### config.mk
export PLATFORM = sky130hd
export DESIGN_NAME = mult_booth_n_flat
export DESIGN_NICKNAME = d
export VERILOG_FILES = /design/src/rtl/mult_booth_n_pkg.sv /design/src/rtl/mult_booth_n_if.sv /design/src/rtl/mult_booth_n_booth_step.sv /design/src/rtl/mult_booth_n.sv /design/src/flat_wrapper.sv
export SDC_FILE = /design/constraint.sdc
export NUM_CORES = 1
export LEC_CHECK = 0
export CORE_MARGIN = 4
export CORE_UTILIZATION = 49
export CTS_BUF_LIST = sky130_fd_sc_hd__clkbuf_2 sky130_fd_sc_hd__clkbuf_4 sky130_fd_sc_hd__clkbuf_8
export CTS_CLUSTER_SIZE = 10
export DETAILED_ROUTE_END_ITERATION = 6
export PLACE_DENSITY_LB_ADDON = 0.15
export SYNTH_ARGS = -nofsm -noshare
export SYNTH_HDL_FRONTEND = slang
export SYNTH_SLANG_ARGS = --single-unit
### constraint.sdc
create_clock -name clk -period 4.9 [get_ports clk]
set_input_delay 0.98 -clock clk [delete_from_list [all_inputs] [get_ports clk]]
set_output_delay 0.98 -clock clk [all_outputs]
set_load 0.01 [all_outputs]
### src/rtl/mult_booth_n_pkg.sv
// Shared definitions for the sequential radix-2 Booth multiplier.
// Latency: n/a (types, constants and an elaboration-time width helper only).
// Backpressure: n/a.
//
// Contents: FSM state encoding, Booth decode patterns for {q0, qm1}, clog2.
package mult_pkg;

   // FSM state encoding (plain constants so older tools and netlists keep the same codes)
   typedef logic [1:0] state_t;
   localparam state_t ST_IDLE = 2'd0;
   localparam state_t ST_RUN  = 2'd1;
   localparam state_t ST_DONE = 2'd2;

   // Booth recoding of the multiplier bit pair {Q[0], qm1}
   typedef logic [1:0] booth_pair_t;
   localparam booth_pair_t BOOTH_SUB = 2'b10;   // start of a run of ones: subtract M
   localparam booth_pair_t BOOTH_ADD = 2'b01;   // end of a run of ones: add M

   // Ceiling log2, used for the step counter width at elaboration time
   function automatic int clog2(input int value);
      int r;
      r = 0;
      while ((1 << r) < value) r = r + 1;
      return r;
   endfunction

endpackage

### src/rtl/mult_booth_n_if.sv
// Controller-to-multiplier bus: operands and mode in, product and status out.
// Latency: n/a (wires only).
// Backpressure: none; the controller must see busy=0 and no fin before pulsing start.
//
// master: controller side (drives start/operands, reads producto/fin/busy)
// slave : multiplier side
interface mult_booth_n_if #(
   parameter int N = 8
);
   logic           start;
   logic           signed_mode;
   logic [N-1:0]   multiplicador;
   logic [N-1:0]   multiplicando;
   logic [2*N-1:0] producto;
   logic           fin;
   logic           busy;

   modport master (
      output start, signed_mode, multiplicador, multiplicando,
      input  producto, fin, busy
   );

   modport slave (
      input  start, signed_mode, multiplicador, multiplicando,
      output producto, fin, busy
   );
endinterface

### src/rtl/mult_booth_n_booth_step.sv
// One radix-2 Booth iteration: conditional add/sub of M into A, then arithmetic shift right.
// Latency: combinational.
// Backpressure: n/a.
//
// Ports: i_a/i_q/i_qm1 current partial state, i_m multiplicand (all W bits except qm1);
//        o_a/o_q/o_qm1 state after the add/sub and the 1-bit shift of {A, Q, qm1}.
module booth_step
   import mult_pkg::*;
#(
   parameter int W = 9
) (
   input  logic [W-1:0] i_a,
   input  logic [W-1:0] i_q,
   input  logic         i_qm1,
   input  logic [W-1:0] i_m,
   output logic [W-1:0] o_a,
   output logic [W-1:0] o_q,
   output logic         o_qm1
);

   logic [W-1:0] w_sum;

   // Modulo 2^W arithmetic; M is an extended N-bit value so it never overflows A's range.
   always_comb begin
      w_sum = i_a;
      case ({i_q[0], i_qm1})
         BOOTH_SUB: w_sum = i_a - i_m;
         BOOTH_ADD: w_sum = i_a + i_m;
         default:   w_sum = i_a;
      endcase
   end

   // Arithmetic shift of {A', Q, qm1}: A's MSB is replicated, A's LSB enters Q, Q's LSB becomes qm1
   assign o_a   = {w_sum[W-1], w_sum[W-1:1]};
   assign o_q   = {w_sum[0], i_q[W-1:1]};
   assign o_qm1 = i_q[0];

endmodule

### src/rtl/mult_booth_n.sv
// Sequential radix-2 Booth multiplier, N-bit operands, run-time signed/unsigned, 2N-bit product.
// Latency: fin is high in the cycle after the (N+1)th step edge, N+2 cycles start edge to fin edge.
// Backpressure: start is only sampled in IDLE; starts during RUN/DONE are dropped.
//
// Ports: clk, reset (async, active-high); bus (slave modport): start, signed_mode,
//        multiplicador, multiplicando in; producto, fin, busy out.
module mult_booth_n
   import mult_pkg::*;
#(
   parameter int N = 8
) (
   input  logic          clk,
   input  logic          reset,
   mult_booth_n_if.slave bus
);

   // One extra bit lets both unsigned and signed operands live as W-bit two's complement
   localparam int W  = N + 1;
   localparam int CW = clog2(W + 1);

   state_t         r_state;
   logic [W-1:0]   r_a;
   logic [W-1:0]   r_q;
   logic [W-1:0]   r_m;
   logic           r_qm1;
   logic [CW-1:0]  r_count;
   logic [2*N-1:0] r_producto;
   logic           r_fin;
   logic           r_busy;

   logic [W-1:0]   w_a_nxt;
   logic [W-1:0]   w_q_nxt;
   logic           w_qm1_nxt;

   function automatic logic [W-1:0] ext(input logic [N-1:0] v, input logic s);
      return {s & v[N-1], v};
   endfunction

   booth_step #(
      .W (W)
   ) u_booth_step (
      .i_a   (r_a),
      .i_q   (r_q),
      .i_qm1 (r_qm1),
      .i_m   (r_m),
      .o_a   (w_a_nxt),
      .o_q   (w_q_nxt),
      .o_qm1 (w_qm1_nxt)
   );

   always_ff @(posedge clk or posedge reset) begin
      if (reset) begin
         r_state    <= ST_IDLE;
         r_a        <= '0;
         r_q        <= '0;
         r_m        <= '0;
         r_qm1      <= 1'b0;
         r_count    <= '0;
         r_producto <= '0;
         r_fin      <= 1'b0;
         r_busy     <= 1'b0;
      end else begin
         r_fin <= 1'b0;
         case (r_state)
            ST_IDLE: begin
               if (bus.start) begin
                  r_a     <= '0;
                  r_qm1   <= 1'b0;
                  r_q     <= ext(bus.multiplicador, bus.signed_mode);
                  r_m     <= ext(bus.multiplicando, bus.signed_mode);
                  r_count <= CW'(W);
                  r_busy  <= 1'b1;
                  r_state <= ST_RUN;
               end
            end
            ST_RUN: begin
               r_a     <= w_a_nxt;
               r_q     <= w_q_nxt;
               r_qm1   <= w_qm1_nxt;
               r_count <= r_count - CW'(1);
               if (r_count == CW'(1)) begin
                  // Low 2N bits of the shifted {A, Q}: top N-1 bits of A's low part plus all of Q
                  r_producto <= {w_a_nxt[N-2:0], w_q_nxt};
                  r_fin      <= 1'b1;
                  r_busy     <= 1'b0;
                  r_state    <= ST_DONE;
               end
            end
            ST_DONE: begin
               r_state <= ST_IDLE;
            end
            default: begin
               r_state <= ST_IDLE;
            end
         endcase
      end
   end

   assign bus.producto = r_producto;
   assign bus.fin      = r_fin;
   assign bus.busy     = r_busy;

endmodule

### src/flat_wrapper.sv
// flat-port wrapper written by rule: the top's interface ports become plain ports
module mult_booth_n_flat import mult_pkg::*;
#(
   parameter int N = 8
)
  (clk, reset, bus_start, bus_signed_mode, bus_multiplicador, bus_multiplicando, bus_producto, bus_fin, bus_busy);
  mult_booth_n_if #(.N(N)) bus_i ();
  input  logic clk;
  input  logic reset;
  input wire logic [$bits(bus_i.start)-1:0] bus_start;
  input wire logic [$bits(bus_i.signed_mode)-1:0] bus_signed_mode;
  input wire logic [$bits(bus_i.multiplicador)-1:0] bus_multiplicador;
  input wire logic [$bits(bus_i.multiplicando)-1:0] bus_multiplicando;
  output wire logic [$bits(bus_i.producto)-1:0] bus_producto;
  output wire logic [$bits(bus_i.fin)-1:0] bus_fin;
  output wire logic [$bits(bus_i.busy)-1:0] bus_busy;
  assign bus_i.start = bus_start;
  assign bus_i.signed_mode = bus_signed_mode;
  assign bus_i.multiplicador = bus_multiplicador;
  assign bus_i.multiplicando = bus_multiplicando;
  assign bus_producto = bus_i.producto;
  assign bus_fin = bus_i.fin;
  assign bus_busy = bus_i.busy;
  mult_booth_n #(.N(N)) u_core (.clk(clk), .reset(reset), .bus(bus_i));
endmodule
# After elaboration in Yosys (flattened, before gate mapping)
# Cells that the tools add are included.
dict set report totals {
  word_cells 44
  input_bits 20
  out_inout_bits 18
  ff_bits 52
}
dict set report classes {
  mux 17
  bitwise_logic 2
  reduce_logical 7
  addsub 3
  eq_ne 6
}
# cell n
set ops {}
lappend ops {{$pmux 9 s2} 3}
lappend ops {{$mux 9} 2}
lappend ops {{$add 9x9->9} 1}
lappend ops {{$sub 9x9->9} 1}
lappend ops {{$pmux 4 s2} 1}
lappend ops {{$reduce_and 2->1} 4}
lappend ops {{$mux 1} 5}
lappend ops {{$eq 2x1->1 const B} 2}
lappend ops {{$eq 4x1->1 const B} 1}
lappend ops {{$mux 2} 2}
lappend ops {{$mux 4} 1}
lappend ops {{$pmux 1 s2} 2}
lappend ops {{$pmux 2 s2} 1}
lappend ops {{$sub 4x1->4 const B} 1}
lappend ops {{$reduce_and 3->1} 1}
lappend ops {{$and 1x1->1} 2}
lappend ops {{$eq 2x2->1 const B} 1}
lappend ops {{$logic_not 2->1} 1}
lappend ops {{$ne 2x1->1 const B} 1}
lappend ops {{$ne 2x2->1 const B} 1}
lappend ops {{$reduce_bool 2->1} 1}

# Longest topological paths before layout
# Gate-level depths: netlist of the first run.
dict set report logic_depth {
  word_depth 3
  mapped_depth 11
  depth_no_buf 10
}

# Modules after synthesis
# From an unflattened synthesis of the first run, not the netlist that was laid out.
dict set report hier_totals {
  hier_cells 260
  hier_area_um2 2872.8
}
# module instances cells_per_inst area_each_um2 seq_area_each_um2
set by_module_without_submodules {}
lappend by_module_without_submodules {mult_booth_n 1 152 2087.0 1301.2}
lappend by_module_without_submodules {booth_step 1 108 785.8 0.0}

# Worst setup path before layout of the first run
# Ideal clock, no wire load.
dict set report synth_timing {
  path_type {reg-to-reg}
  start {reg u_core.r_q[0]}
  end {reg u_core.r_a[5]}
  t_arrival_ns 2.322
  period_less_slack_ns 2.456
  setup_slack_ns 2.444
  t_required_ns 4.765
  setup_ns 0.135
  path_stages_with_launch 11
  path_buffers 1
  path_cell_list {dfrtp_1 inv_1 ha_1 buf_6 mux2_2 fa_1 a211oi_1 o21bai_1 mux2i_1 a211oi_1 o21ai_0}
}
dict set report synth_via {
  elab_chain_cells 3
  elab_cells_between_ends 4
  cone_classes {eq/ne: 2; mux: 2}
}
# item line_no
set synth_lines {}
lappend synth_lines {{start: declaration} mult_booth_n.sv:23} ;# logic [W-1:0] r_q;
lappend synth_lines {{start signal: assignment} mult_booth_n.sv:69} ;# r_q <= ext(bus.multiplicador, bus.signed_mode);
lappend synth_lines {{start signal: assignment} mult_booth_n.sv:78} ;# r_q <= w_q_nxt;
lappend synth_lines {{$eq 2x1->1 / $eq 2x2->1 (equally long branches)} mult_booth_n_booth_step.sv:26} ;# case ({i_q[0], i_qm1})
lappend synth_lines {{$pmux 9 s2 *} mult_booth_n_booth_step.sv:26}
lappend synth_lines {{$pmux 9 s2 *} mult_booth_n.sv:64} ;# case (r_state)
lappend synth_lines {{end signal: assignment} mult_booth_n.sv:77} ;# r_a <= w_a_nxt;
lappend synth_lines {{end: declaration} mult_booth_n.sv:22} ;# logic [W-1:0] r_a;
# Mark *: on every way between the ends. The rest lies on a longest branch, timed or not.
# A chain may end at the register's enable or synchronous reset.

# Worst setup path in the final report of the first run
# Same ends and word-level chain as after synthesis.

==> results.tsv, run 1 <==
stage	metric	value	unit
run_status	status	completed	
hold_path	hold depth	2	
floorplanning	Die Ht	82.7	um
run	Max-Cap Viols	0	
place	RD Place Congestion	0.900	
synthesis	Yosys top cell by area	dfrtp_1	
sta	crit path time final	2.81	ns
finish	final instance area	3220	sq um
power	leak pwr	0.00145	uW
finish	ant diodes	0	
synthesis	Gate Count Post-Synth	283	
cts	Worst-path clk slew	0.09	ns
finish	layout cells sized above 1	0.0764	
worst_setup_path	Worst Setup Start Kind	register	
detailed_routing	wire per inst	14.3	um
sta	setup TNS	0	ns
worst_setup_path	CP endpoint kind	register	
worst_setup_path	Reg-to-Reg End	u_core.r_a[5]$_DFFE_PP0P_	
global_routing	pin count of the biggest net entering global routing	52	
power	PwrDens	813	nW/um^2
detailed_routing	vias per std cell	5.36	
cts	Post-CTS Setup Bufs	0	
global_routing	initial antenna violation count	0	
power	total power	2620	uW
synthesis	Post-Synth Simple-Gate Area	0.167	
floorplanning	Core ar.	5270	sq um
global_routing	vias in the first global route	1986	
floorplanning	Initial Util	0.519	
hold_path	HP Start	u_core.bus.producto[5]$_DFFE_PP0P_	
finish	Area Overhead vs Synth	17.8	%
floorplanning	number of top-level pins	38	
detailed_routing	vias post-DR	2060	
synthesis	Seq/Total Area, Yosys	0.467	
synthesis	largest family of logic cells by synthesized area	simple AND/OR/NAND/NOR gates	
synthesis	synth warn	0	
synthesis	Netlist Area Pre-Place	2730	sq um
sta	RSZ-0062 raised after global routing	false	
global_routing	Congestion Overflow GR	0	
cts	Inserted Clock Buffers	5	
detailed_routing	First-pass DRT Iterations	4	
finish	fin util	0.611	
cts	clock tree root buffer cell	clkbuf_8	
detailed_routing	antenna viol nets, final	0	
worst_setup_path	CP Class	register to register	
synthesis	synth top area cells	dfrtp_1, nand2_1, ha_1	
cts	htree depth	2	
worst_setup_path	CP Data Required Time	5.05	ns
detailed_routing	DRT iter0 DRCs	84	
sta	max frequency	356	MHz
floorplanning	chip width	82.7	um
synthesis	Compound-Gate Fraction of Synth Area	0.132	
synthesis	Yosys top cell area share	0.467	
hold_path	type of the tightest min-delay check	register to register	
finish	Nets	347	
worst_setup_path	worst reg2reg startpoint	u_core.r_q[0]$_DFFE_PP0P_	
place	Cell Area, Placed	3110	sq um
cts	CTS resizes	0	
worst_setup_path	R2R Setup Slk	2.09	ns
synthesis	Synth Net Count	316	
cts	Clk Latency, worst-skew pair	0.30	ns
synthesis	Synth cell types	42	
synthesis	adder-cell share of the synthesized area	0.0622	
global_routing	Global Route Usage Sum	0.176	
synthesis	top_reg_cell synth	dfrtp_1	
sta	Rel. slew slack	0.303	
worst_setup_path	CP arrival	2.96	ns
global_routing	first-pass GRT wire length	9.18	mm
sta	clock skew	0.00571	ns
place	port bufs	37	
floorplanning	Die Footprint	6840	sq um
synthesis	XOR/XNOR share of the synthesized area	0.0384	
power	Max VDD drop	345	uV
synthesis	mux contribution to synthesized area	0.0883	
sta	worst-margin pin slew	1.04	ns
worst_setup_path	reg2reg path depth	9	
finish	most common cell after layout, fill and taps aside	nand2_1	
sta	final hold violation count	0	
sta	Final Max Slew Viols	0	
cts	CTS tree	built	
synthesis	ys async rst share	1.00	
place	HPWL Detailed	3.84	mm
synthesis	Post-synth EDFFs	0	
synthesis	FF+latch count, synth	51	
sta	setup violators final	0	
worst_setup_path	CP max FO	8	
hold_path	hold endpoint	u_core.bus.producto[5]$_DFFE_PP0P_	
sta	Hold WS	0.479	ns
detailed_routing	Post-Route WL	5.48	mm
sta	final period utilization	0.574	
finish	commonest cells after routing, fill and taps aside	nand2_1, dfrtp_1, clkdlybuf4s50_1	
cts	Hold Buf Count CTS	0	
cts	clk sinks	51	
floorplanning	number of core rows	26	
cts	CTS Buffer Depth	2	
synthesis	Syn Area/Cell	9.66	sq um
detailed_routing	Post-route DRC	0	
state kept, by name, summed over array words and instances (netlist names):
| register | count |
|---|---|
| u_core.r_state | 2 |
| u_core.bus.busy | 1 |
| u_core.bus.producto | 16 |
| u_core.r_count | 4 |
| u_core.r_a | 8 |
| u_core.bus.fin | 1 |
| u_core.r_q | 9 |
| u_core.r_m | 9 |
| u_core.r_qm1 | 1 |
routing by layer:
layer,wire (um),part of all wire,global-route usage,up-vias
li1,-,-,-,1034
met1,2690,0.49,0.239,976
met2,2480,0.45,0.283,43
met3,265,0.048,0.0456,7
met4,39,0.0071,0.0425,0
met5,0,0,0,-
worst max-delay path, stage by stage (launching register included):
cell and delay [ns]:
dfrtp_1 0.40, inv_1 0.08, ha_1 0.32, mux2_2 0.41
fa_1 0.46, a211oi_1 0.29, o21bai_1 0.13, mux2i_1 0.13
a211oi_1 0.31, o21ai_0 0.12
synth_stat cells (3+ instances only):
cell type	number
nor3_1	7
dfrtp_1	51
xnor2_1	5
ha_1	12
a21o_1	3
nand2_1	59
a31oi_1	4
buf_2	7
nor2_1	15
nand3_1	6
o21a_1	3
a21oi_1	9
xor2_1	7
clkbuf_1	3
nand2b_1	5
mux2i_1	14
o21ai_1	5
mux2_2	9
o21ai_0	20
inv_1	9
final cells by class:
cell class / instances / area [sq um]
Fill cell: 489 / 2050
Multi-Input combinational cell: 208 / 1330
Sequential cell: 51 / 1280
Timing Repair Buffer: 38 / 378
Tap cell: 70 / 87.6
Clock buffer: 5 / 68.8
Clock inverter: 2 / 37.5
Inverter: 10 / 37.5
metrics by stage:
step | setup WS (ns) | std cells
floorplan | 2.44 | 283
global placement | 2.17 | 377
detailed placement | 2.08 | 377
CTS | 2.09 | 384
global route | 1.87 | 384
finish | 2.09 | 384
logic make-up (layout without fill, tap and decap cells):
family	Yosys count	after routing
XOR/XNOR	12	12
multiplexers	23	23
adder cells (fa/ha/maj)	13	13
flip-flops	51	51
AND/OR/NAND/NOR	102	102
buffers and inverters	24	55
AO/OA/AOI/OAI	58	58
report_power, final:
group	internal [uW]	switching, uW
logic	708	835
registers	621	166
clock network	149	138
how the worst max path moves through the flow:
stage | start | endpoint | slack (ns) | depth (start not counted)
floorplan | u_core.r_q[0]$_DFFE_PP0P_ | u_core.r_a[5]$_DFFE_PP0P_ | 2.44 | 10
global placement | bus_start | u_core.r_m[2]$_DFFE_PP0P_ | 2.17 | 3
detailed placement | u_core.r_q[0]$_DFFE_PP0P_ | u_core.r_a[5]$_DFFE_PP0P_ | 2.08 | 9
CTS | u_core.r_q[0]$_DFFE_PP0P_ | u_core.r_a[5]$_DFFE_PP0P_ | 2.09 | 9
global route | u_core.r_q[0]$_DFFE_PP0P_ | u_core.r_a[5]$_DFFE_PP0P_ | 1.87 | 9
finish | u_core.r_q[0]$_DFFE_PP0P_ | u_core.r_a[5]$_DFFE_PP0P_ | 2.09 | 9
(Power assumes the default switching activity.)
==> inputs of run 2 (changes only) <==
==> constraint.sdc (replaced) <==
create_clock -name clk -period 2.9 [get_ports clk]
set_input_delay 0.58 -clock clk [delete_from_list [all_inputs] [get_ports clk]]
set_output_delay 0.58 -clock clk [all_outputs]
set_load 0.01 [all_outputs]
==> results.tsv, run 2 (synthesis gave the netlist of run 1 again) <==
stage	metric	value	unit	change
sta	final hold violation count	0		unchanged
power	leak pwr	0.00148	uW	+1.7%
place	HPWL Detailed	4.39	mm	+14%
detailed_routing	wire per inst	15.1	um	+6.0%
finish	ant diodes	0		unchanged
worst_setup_path	cell repeated most along the worst path	a211oi_1		
global_routing	Congestion Overflow GR	0		unchanged
global_routing	pin count of the biggest net entering global routing	24		-54%
detailed_routing	vias per std cell	5.44		+1.4%
worst_setup_path	worst-path cell with the longest stage delay	fa_1		
worst_setup_path	CP Class	register to register		
sta	Final Max Slew Viols	0		unchanged
finish	final instance area	3250	sq um	+0.85%
worst_setup_path	CP arrival	2.85	ns	-0.11 ns
run	Max-Cap Viols	0		unchanged
cts	Post-CTS Setup Bufs	0		unchanged
worst_setup_path	CP Data Required Time	3.05	ns	-2.00 ns
floorplanning	Die Footprint	6840	sq um	unchanged
power	Max VDD drop	651	uV	+89%
detailed_routing	Post-Route WL	5.91	mm	+7.9%
finish	Nets	353		+1.7%
finish	commonest cells after routing, fill and taps aside	nand2_1, dfrtp_1, clkdlybuf4s50_1		
place	Cell Area, Placed	3160	sq um	+1.4%
floorplanning	number of core rows	26		unchanged
worst_setup_path	Largest delay share family, worst path	compound AO/OA/AOI/OAI gates		
detailed_routing	antenna viol nets, final	0		unchanged
global_routing	first-pass GRT wire length	9.89	mm	+7.8%
worst_setup_path	CP max FO	3		-5
detailed_routing	Post-route DRC	0		unchanged
floorplanning	chip width	82.7	um	unchanged
power	PwrDens	1360	nW/um^2	+67%
sta	setup TNS	0	ns	unchanged
sta	RSZ-0062 raised after global routing	false		
run_status	status	completed		
worst_setup_path	Worst Setup Start Kind	register		
floorplanning	Die Ht	82.7	um	unchanged
finish	Area Overhead vs Synth	18.8	%	
cts	clock tree root buffer cell	clkbuf_8		
worst_setup_path	slowest cell delay on critical path	0.45	ns	about the same
cts	CTS Buffer Depth	2		unchanged
floorplanning	Core ar.	5270	sq um	unchanged
cts	Inserted Clock Buffers	5		unchanged
sta	crit path time final	2.70	ns	-0.112 ns
worst_setup_path	CP endpoint kind	register		
sta	final period utilization	0.931		+0.357
cts	htree depth	2		unchanged
sta	setup violators final	0		unchanged
sta	max frequency	370	MHz	+4.1%
finish	max reg flops	16		unchanged
floorplanning	Initial Util	0.519		unchanged
global_routing	vias in the first global route	2065		+4.0%
cts	Worst-path clk slew	0.10	ns	about the same
worst_setup_path	CP Buf/Inv Count	1		unchanged
finish	layout cells sized above 1	0.0966		+0.0201
cts	clk sinks	51		unchanged
detailed_routing	vias post-DR	2126		+3.2%
sta	Rel. slew slack	0.352		+0.0484
cts	CTS resizes	0		unchanged
place	RD Place Congestion	0.913		+1.5%
floorplanning	number of top-level pins	38		unchanged
detailed_routing	DRT iter0 DRCs	119		+42%
finish	most common cell after layout, fill and taps aside	nand2_1		
cts	CTS tree	built		
power	total power	4410	uW	+69%
cts	Clk Latency, worst-skew pair	0.31	ns	about the same
global_routing	initial antenna violation count	0		unchanged
hold_path	type of the tightest min-delay check	register to register		
worst_setup_path	CP cell instances	inv_1 > ha_1 > mux2_2 > fa_1 > a211oi_1 > o21bai_1 > mux2i_1 > a211oi_1 > o21ai_0		
detailed_routing	First-pass DRT Iterations	4		unchanged
sta	worst-margin pin slew	0.972	ns	-0.0711 ns
sta	clock skew	0.0102	ns	+0.00454 ns
global_routing	Global Route Usage Sum	0.192		+0.0160
cts	Hold Buf Count CTS	0		unchanged
place	port bufs	37		unchanged
-- run 2: cell types whose count changed in the layout (fill, tap and decap cells not counted), sizes merged --
cell,change
buf,+6
clkinv,+1
bufinv,-1
clkbuf,+1
-- run 2: worst register-to-register path: cells and delay by family (launching register included) --
kind / cells / cell delay (ns)
compound gates: 4 / 0.90
fa+ha+maj: 2 / 0.64
buf+inv: 1 / 0.09
flops: 1 / 0.41
mux: 2 / 0.51
-- run 2: cell type report --
class	count	area, sq um
Fill cell	493	2020
Multi-Input combinational cell	208	1330
Sequential cell	51	1280
Timing Repair Buffer	44	423
Tap cell	70	87.6
Clock buffer	6	76.3
Inverter	10	37.5
Clock inverter	2	12.5
-- run 2: power breakdown --
part | switching [uW] | leakage (uW) | total [uW] | internal, uW
Sequential | 280 | 0.000633 | 1330 | 1050
Combinational | 1440 | 0.000798 | 2660 | 1220
Clock | 243 | 0.0000446 | 421 | 179
-- run 2: path summary, 6_finish.rpt --
check / cells past startpoint / slack (ns) / startpoint / endpoint
max in group asynchronous: 3 / 1.66 / reset / u_core.r_a[0]$_DFFE_PP0P_
worst max-delay path: 9 / 0.20 / u_core.r_q[0]$_DFFE_PP0P_ / u_core.r_a[5]$_DFFE_PP0P_
worst min-delay path: 2 / 0.48 / u_core.bus.producto[5]$_DFFE_PP0P_ / u_core.bus.producto[5]$_DFFE_PP0P_
min in group asynchronous: 2 / 0.62 / reset / u_core.bus.producto[2]$_DFFE_PP0P_
worst min register to register: 2 / 0.48 / u_core.bus.producto[5]$_DFFE_PP0P_ / u_core.bus.producto[5]$_DFFE_PP0P_
worst max register to register: 9 / 0.20 / u_core.r_q[0]$_DFFE_PP0P_ / u_core.r_a[5]$_DFFE_PP0P_
-- run 2: stage by stage --
stage / hold WS, ns / instances / setup WS, ns / utilization
5_1_grt: 0.497 / 391 / 0.0686 / 0.616
4_1_cts: 0.487 / 391 / 0.202 / 0.616
3_5_place_dp: 0.462 / 383 / 0.211 / 0.599
2_1_floorplan: 0.454 / 283 / 0.444 / -
3_3_place_gp: 0.458 / 383 / 0.338 / 0.599
6_report: 0.477 / 391 / 0.199 / 0.616
-- run 2: per-layer routing --
layer,up-vias,share of wire,global-route usage
li1,1048,-,-
met1,1013,0.49,0.275
met2,56,0.45,0.294
met3,9,0.043,0.0423
met4,0,0.0098,0.0539
met5,-,0,0
==> inputs of run 3 (changes only) <==
--- a/config.mk
+++ b/config.mk
@@ -10,6 +10,8 @@
 export CTS_BUF_LIST = sky130_fd_sc_hd__clkbuf_2 sky130_fd_sc_hd__clkbuf_4 sky130_fd_sc_hd__clkbuf_8
 export CTS_CLUSTER_SIZE = 10
 export DETAILED_ROUTE_END_ITERATION = 6
+export GPL_ROUTABILITY_DRIVEN = 0
+export GPL_TIMING_DRIVEN = 0
 export PLACE_DENSITY_LB_ADDON = 0.15
 export SYNTH_ARGS = -nofsm -noshare
 export SYNTH_HDL_FRONTEND = slang
==> results.tsv, run 3 (synthesis gave the netlist of run 1 again) <==
stage	metric	value	unit	change
detailed_routing	Post-Route WL	5.58	mm	-5.6%
run	Max-Cap Viols	0		unchanged
sta	max frequency	375	MHz	+1.2%
finish	Area Overhead vs Synth	22.1	%	
cts	Inserted Clock Buffers	5		unchanged
global_routing	vias in the first global route	1994		-3.4%
place	dpl cells	391		+2.1%
worst_setup_path	R2R Setup Slk	0.23	ns	+0.03 ns
place	port bufs	37		unchanged
cts	clk sinks	51		unchanged
finish	most common cell after layout, fill and taps aside	nand2_1		
hold_path	hold depth	2		unchanged
sta	Rel. slew slack	0.659		+0.307
worst_setup_path	Reg-to-Reg End	u_core.bus.producto[12]$_DFFE_PP0P_		
worst_setup_path	CP Data Required Time	3.09	ns	+0.04 ns
finish	layout cells sized above 1	0.116		+0.0189
sta	RSZ-0062 raised after global routing	false		
global_routing	Global Route Usage Sum	0.186		-0.00627
power	Sw Ratio	0.433		-0.0124
sta	worst-margin pin slew	0.511	ns	-0.461 ns
finish	max reg flops	16		unchanged
sta	clock skew	0.0147	ns	+0.00445 ns
worst_setup_path	Worst Setup Start Kind	register		
cts	Clk Latency, worst-skew pair	0.31	ns	about the same
hold_path	hold endpoint	u_core.bus.producto[4]$_DFFE_PP0P_		
hold_path	HP Start	u_core.bus.producto[4]$_DFFE_PP0P_		
finish	Layout Cells excl Fill	399		+2.0%
detailed_routing	vias per std cell	5.21		-4.3%
floorplanning	number of top-level pins	38		unchanged
worst_setup_path	worst reg2reg startpoint	u_core.r_q[0]$_DFFE_PP0P_		
floorplanning	chip width	82.7	um	unchanged
sta	final hold violation count	0		unchanged
cts	CTS Buffer Depth	2		unchanged
sta	setup violators final	0		unchanged
worst_setup_path	CP Class	register to register		
finish	Nets	361		+2.3%
detailed_routing	wire per inst	14.0	um	-7.5%
sta	Final Max Slew Viols	0		unchanged
run_status	status	completed		
place	HPWL Detailed	4.20	mm	-4.2%
floorplanning	Initial Util	0.519		unchanged
global_routing	Congestion Overflow GR	0		unchanged
power	leak pwr	0.00152	uW	+2.9%
power	Pint	2590	uW	+6.0%
floorplanning	Die Ht	82.7	um	unchanged
cts	Worst-path clk slew	0.11	ns	about the same
detailed_routing	First-pass DRT Iterations	4		unchanged
sta	setup TNS	0	ns	unchanged
global_routing	first-pass GRT wire length	9.66	mm	-2.4%
floorplanning	Core ar.	5270	sq um	unchanged
cts	CTS tree	built		
power	sw power	1980	uW	+0.79%
power	Max VDD drop	580	uV	-11%
cts	Post-CTS Setup Bufs	0		unchanged
worst_setup_path	CP endpoint kind	register		
finish	commonest cells after routing, fill and taps aside	nand2_1, dfrtp_1, clkdlybuf4s50_1		
place	Cell Area, Placed	3210	sq um	+1.7%
hold_path	type of the tightest min-delay check	register to register		
worst_setup_path	CP arrival	2.86	ns	about the same
detailed_routing	DRT iter0 DRCs	126		+5.9%
floorplanning	Die Footprint	6840	sq um	unchanged
global_routing	initial antenna violation count	0		unchanged
power	combinational power share	0.597		-0.006
detailed_routing	antenna viol nets, final	0		unchanged
power	sequential share of power	0.291		-0.010
worst_setup_path	reg2reg path depth	10		+1
floorplanning	number of core rows	26		unchanged
sta	crit path time final	2.67	ns	-0.0314 ns
detailed_routing	vias post-DR	2077		-2.3%
worst_setup_path	CP max FO	8		+5
sta	final period utilization	0.920		-0.0108
cts	clock tree root buffer cell	clkbuf_8		
cts	htree depth	2		unchanged
global_routing	pin count of the biggest net entering global routing	34		+42%
detailed_routing	Post-route DRC	0		unchanged
finish	final instance area	3340	sq um	+2.8%
finish	ant diodes	0		unchanged
power	PwrDens	1370	nW/um^2	+0.87%
power	clock power share	0.113		+0.018
cts	Hold Buf Count CTS	0		unchanged
==> run 3: cell count changes in the layout (fill, tap and decap cells not counted), sizes merged <==
cell | previous run | this run
buf | 7 | 11
clkbuf | 6 | 9
bufinv | 0 | 1
clkinv | 1 | 0
inv | 10 | 11
==> run 3: power groups by stage <==
stage	Sequential, uW	Clock [uW]	Combinational, uW
after floorplan	1320	0	1980
after global routing	1390	550	3090
after global placement	1330	0	2620
after CTS	1330	519	2710
after detailed placement	1340	0	2690
final	1330	515	2730
==> run 3: repair_timing <==
item,in CTS,in global routing
resized for setup,0,2
endpoints found under the hold margin,0,0
setup endpoints to repair,0,2
==> run 3: worst max path at each step <==
stage / from / end / slack, ns / depth (start not counted)
6_report: u_core.r_q[0]$_DFFE_PP0P_ / u_core.bus.producto[12]$_DFFE_PP0P_ / 0.23 / 10
5_1_grt: u_core.r_q[0]$_DFFE_PP0P_ / u_core.r_a[5]$_DFFE_PP0P_ / 0.04 / 10
4_1_cts: u_core.r_q[0]$_DFFE_PP0P_ / u_core.r_a[5]$_DFFE_PP0P_ / 0.05 / 10
3_5_place_dp: u_core.r_q[0]$_DFFE_PP0P_ / u_core.r_a[5]$_DFFE_PP0P_ / 0.07 / 10
3_3_place_gp: reset / u_core.bus.producto[0]$_DFFE_PP0P_ / 0.11 / 2
2_1_floorplan: u_core.r_q[0]$_DFFE_PP0P_ / u_core.r_a[5]$_DFFE_PP0P_ / 0.44 / 10
==> run 3: layer usage <==
metal	share of wire	track usage	vias up	wire, um
met5	0	0	-	0
met2	0.46	0.278	56	2550
li1	-	-	1063	-
met3	0.060	0.0260	6	336
met1	0.47	0.278	952	2640
met4	0.0086	0.0588	0	48
==> run 3: stage by stage <==
step	total power (uW)	worst slack, ns	util	hold slack [ns]
CTS	4560	0.0465	0.631	0.488
finish	4580	0.231	0.633	0.481
floorplan	3310	0.444	-	0.454
global placement	3960	0.106	0.606	0.459
detailed placement	4030	0.0745	0.609	0.462
global route	5030	0.0356	0.633	0.501
==> run 3: area by class of cell <==
| type | count | area (sq um) |
|---|---|---|
| Fill cell | 471 | 1930 |
| Multi-Input combinational cell | 208 | 1340 |
| Sequential cell | 51 | 1280 |
| Timing Repair Buffer | 38 | 390 |
| Tap cell | 70 | 87.6 |
| Buffer | 14 | 86.3 |
| Clock buffer | 5 | 68.8 |
| Clock inverter | 3 | 46.3 |
| Inverter | 10 | 37.5 |
==> run 3: critical path, cell delays in order (launching register included) <==
cell and delay, ns:
dfrtp_1 0.41, inv_1 0.08, ha_1 0.17, buf_6 0.13
mux2_2 0.37, fa_1 0.46, a21o_1 0.19, a21oi_1 0.17
xor2_1 0.16, o21ai_0 0.12, mux2_2 0.28
